File: config.mk
export PLATFORM = sky130hd
export DESIGN_NAME = down_counter_timer
export DESIGN_NICKNAME = d
export VERILOG_FILES = /design/src/rtl/down_counter_timer.sv
export SDC_FILE = /design/constraint.sdc
export NUM_CORES = 1
export LEC_CHECK = 0
export BUFFER_PORTS_ARGS = -buffer_cell sky130_fd_sc_hd__clkbuf_2
export CAP_MARGIN = 10
export CORE_AREA = 4 4 41 43
export DETAILED_ROUTE_END_ITERATION = 10
export DIE_AREA = 0 0 45 47
export HOLD_SLACK_MARGIN = 0.03
export PLACE_DENSITY = 0.8
export SLEW_MARGIN = 20
export SYNTH_ARGS = -nofsm -noshare
export SYNTH_HDL_FRONTEND = slang
export SYNTH_SLANG_ARGS = --single-unit
File: constraint.sdc
create_clock -name clk -period 2.27 [get_ports clk]
set_input_delay 0.5675 -clock clk [delete_from_list [all_inputs] [get_ports clk]]
set_output_delay 0.5675 -clock clk [all_outputs]
set_load 0.005 [all_outputs]
File: src/rtl/down_counter_timer.sv
// Programmable down-counter/timer with one-shot or auto-reload modes,
// a one-cycle terminal-count pulse and a combinational borrow for cascading.
module down_counter_timer #(
    parameter int unsigned WIDTH = 4
) (
    input  logic             clk,
    input  logic             reset,
    input  logic             load,
    input  logic [WIDTH-1:0] load_val,
    input  logic             start,
    input  logic             en,
    input  logic             mode,
    output logic [WIDTH-1:0] q,
    output logic             tc,
    output logic             busy,
    output logic             borrow_out
);

    typedef enum logic [1:0] {
        IDLE = 2'd0,
        RUN  = 2'd1,
        DONE = 2'd2
    } state_t;

    state_t           state;
    state_t           state_nx;
    logic [WIDTH-1:0] reload_reg;
    logic [WIDTH-1:0] reload_nx;
    logic [WIDTH-1:0] q_nx;
    logic             tc_nx;

    always_ff @(posedge clk or negedge reset) begin
        if (!reset) begin
            state      <= IDLE;
            q          <= '0;
            reload_reg <= '0;
            tc         <= 1'b0;
        end else begin
            state      <= state_nx;
            q          <= q_nx;
            reload_reg <= reload_nx;
            tc         <= tc_nx;
        end
    end

    // Priority: load, then start, then counting; tc is only raised on a consumed zero.
    always_comb begin
        state_nx  = state;
        q_nx      = q;
        reload_nx = reload_reg;
        tc_nx     = 1'b0;
        if (load) begin
            q_nx      = load_val;
            reload_nx = load_val;
            state_nx  = IDLE;
        end else if (start) begin
            q_nx     = reload_reg;
            state_nx = RUN;
        end else if (state == RUN && en) begin
            if (q == '0) begin
                tc_nx = 1'b1;
                if (mode) begin
                    q_nx = reload_reg;
                end else begin
                    state_nx = DONE;
                end
            end else begin
                q_nx = q - WIDTH'(1);
            end
        end
    end

    assign busy       = (state == RUN);
    assign borrow_out = en && (state == RUN) && (q == '0);

endmodule

Yosys cells after proc, flatten, opt, wreduce, memory -nomap -nowiden. Index checks and enable logic that the tools add are counted. Widths: inputs -> output; s select.

Equal/unequal tests: 3. Multiplexer cells: 14. Reduce and logical (&&, ||, !) cells: 7. Add/subtract/negate cells: 1.

Operators by type and width (count): $mux 4 (5); $mux 2 (5); $reduce_bool 3->1 (2); $logic_not 4->1 (1); $mux 1 (4); $ne 4x4->1 const B (1); $sub 4x1->4 const B (1); $ne 3x3->1 const B (1); $reduce_and 3->1 (1); $eq 2x1->1 const B (1); $logic_and 1x1->1 (2); $reduce_and 2->1 (1).

Input bits: 10. Register bits after elaboration: 11. Logic and storage cells: 29.

Depth between registers and ports, before layout.
Depth after elaboration: 5. Mapped depth: 6.

Worst setup path before layout. Ideal clock, no wire load.

Path type: reg2out. Start: reg q[0]. End: out borrow_out. Path slack: 0.590 ns. Data required time: 1.702 ns. Stages on the path, launching flop included: 6. Arrival time: 1.112 ns. Buffers on the path: 0. Cell sequence: dfrtp_1 > inv_1 > ha_1 > nor3b_2 > nand3_1 > inv_1.

Word-level cells in the longest chain between the ends: 2.

RTL lines: start: declaration (line 13) `output logic [WIDTH-1:0] q,`; start signal: assignment (line 40) `q <= q_nx;`; $logic_not 4->1 (line 74) `assign borrow_out = en && (state == RUN) && (q == '0);`; $logic_and 1x1->1 (line 74); end: declaration (line 16) `output logic borrow_out`.

No other way between the ends.

Final worst setup path. Ends and elaborated chain as after synthesis.

==> qor.txt <==
Starting Density = 47.4%
First-pass GRT wire length = 2030 um
Critical Path RT = 1.70 ns
# IOs = 17
DRT Pass-1 Iters = 4
CTS tree = built
Clock Skew = 0.00523 ns
Worst skew pair latency = 0.27 ns
# rows = 13
Die H = 47 um
Yosys cell types = 27
Wire per inst = 12.8 um
Final hold vios = 0
DRC = 0
PD cells = 651 nW/um2
Nets = 95
Crit path max fanout = 5
CP max stage delay = 0.41 ns
Max-cap violation count = 0
Via density = 5.40
Delay-heaviest family, CP = flip-flops
Die X = 45 um
Sequential share of the synthesized area = 44.6%
Port bufs = 16
Outcome = complete, no violations
CTS H-tree lvls = 1
Initial drt markers = 12
Synthesized Nets = 76
Synth Cell Area = 617 um2
Die area = 2120 um2
Synthesis-stage register bit count = 11
CTS Root Cell = clkbuf_4
Ant diodes = 0
Total number of vias = 529
GP Congestion = 0.781
Setup violations, final = 0
Period utilization = 93.1%
Grt ovf = 0
CTS buffer count = 3
Crit-path cells = inv_1 -> ha_2 -> nor3b_4 -> nand3_2 -> inv_1 -> clkbuf_2
Layout cells sized above 1 = 34.9%
Worst Max-Slew Pin Slew = 0.329 ns
Slew HR = 77.8%
Critical Setup Path Class = register to output pin
Gr busiest metal = met2
Initial antenna violation count = 0
Synthesized instance count = 65
RR Startpoint = q[0]
Gr usage total = 13.4%
Highest-delay cell along the critical path = dfrtp_1
Clock sink total = 11
VDD IR max = 0.403 mV
Met1 usage = 17.5%
Met3 Use GR = 2.30%
Setup TNS Final = 0 ns
Worst-path clk slew = 0.08 ns
WL final = 1250 um
Post-CTS setup buffers = 0
CP most frequent cell = inv_1
Fmax = 0.473 GHz
Largest net degree at the start of global routing = 16
Syn avg cell area = 9.49 um2
Antenna viol nets, final = 0
Leakage = 0.356 nW
Final HPWL DP = 959 um
Synthesis-to-finish area growth = 20.9%
CP endpoint kind = output pin
RSZ-0062 raised after global routing = no
Startpoint types = register
Period minus WS final = 2.11 ns
Core Region = 1300 um2
Vias in the first global route = 470
Fillers = 140
Critical Path AT = 1.55 ns
Worst hold path class = input port to async pin
Slew Viols, Final = 0
Crit path buf inv count = 3
YS warnings = 0
Max Buffers Root-to-Sink = 2
Total power = 485 uW
Critical Path Source = q[0]
Global routing usage on met2 = 22.3%
==> timing repair <==
| item | in CTS | in global routing |
|---|---|---|
| endpoints found under the setup margin | 0 | 1 |
| hold buffers | 0 | 0 |
| resized for setup | 0 | 3 |
| endpoints found under the hold margin | 0 | 0 |
==> synthesized netlist by cell type <==
master / n / area share, %
dfrtp_1: 11 / 45
nor2_1: 10 / 6.1
inv_1: 6 / 3.7
o21ai_0: 5 / 4.1
a21oi_1: 3 / 2.4
a31oi_1: 3 / 3.0
nand2_1: 3 / 1.8
nor2b_1: 3 / 3.0
buf_2: 2 / 1.6
mux2i_1: 2 / 3.2
ha_1: 1 / 2.0
mux2_2: 1 / 1.8
nand2b_1: 1 / 1.0
nand3_1: 1 / 0.81
nand3b_1: 1 / 1.2
nor2_2: 1 / 1.0
nor3_1: 1 / 0.81
nor3b_2: 1 / 2.0
nor4_1: 1 / 1.0
nor4b_2: 1 / 2.4
o211ai_1: 1 / 1.2
o21a_1: 1 / 1.2
o21ai_2: 1 / 1.4
o21ba_2: 1 / 1.6
o2bb2a_4: 1 / 3.2
o311ai_0: 1 / 1.4
o31ai_2: 1 / 2.0
==> layout make-up <==
class,count,area (um2),area share [%]
Multi-Input combinational cell,46,323,43.3
Tap cell,15,18.8,2.52
Timing Repair Buffer,16,80.1,10.7
Clock buffer,4,26.3,3.52
Sequential cell,11,275,36.9
Inverter,6,22.5,3.02
==> kinds of logic after synthesis <==
| logic type | after synthesis | synth area share (%) |
|---|---|---|
| AOI/OAI and AO/OA | 18 | 21.7 |
| and+or+nand+nor | 24 | 21.3 |
| adders and majority gates | 1 | 2.03 |
| muxes | 3 | 5.07 |
| buffers and inverters | 8 | 5.27 |
| DFF | 11 | 44.6 |
==> placed cells by master, fill, tap and decap left out, drive strengths merged <==
master  count
o211ai      1
nor2       11
o2bb2a      1
dfrtp      11
mux2i       2
a31oi       3
nand2       3
nand3b      1
o21ba       1
a21oi       3
o311ai      1
o31ai       1
mux2        1
nor2b       3
inv         6
nor3b       1
nand3       1
ha          1
clkbuf     20
nand2b      1
o21ai       6
nor3        1
nor4b       1
nor4        1
o21a        1
==> metal layers <==
layer	vias up	wire length, um
met2	15	570
met1	248	577
met4	0	20
met3	3	83
met5	-	0
li1	263	-
==> report_power, final <==
part           leakage [nW]  internal [mW]  switching (mW)
sequential            0.136          0.214          0.0238
combinational         0.205         0.0547          0.0543
clock                0.0150         0.0681          0.0699
total                 0.356          0.337           0.148
==> through the flow <==
stage / worst slack [ns] / std cells / cell area [um2] / utilization (%) / hold slack, ns
after floorplan: 0.590 / 65 / 617 / - / 0.272
after global placement: 0.452 / 94 / 706 / 54.2 / 0.459
after detailed placement: 0.370 / 94 / 706 / 54.2 / 0.462
after CTS: 0.0685 / 98 / 732 / 56.3 / 0.167
after global routing: 0.0333 / 98 / 746 / 57.3 / 0.181
final: 0.156 / 98 / 746 / 57.3 / 0.157
==> worst paths after layout <==
path	to	slack, ns	depth (start not counted)
setup / recovery	borrow_out	0.16	6
max in group asynchronous	q[3]	1.89	1
hold / removal	reload_reg[0]	0.16	1
min in group clk	state[1]	0.51	1
setup reg to reg	q[0]	0.70	6
hold reg to reg	state[1]	0.51	1
Note: power is estimated with default switching activity, not from simulation.
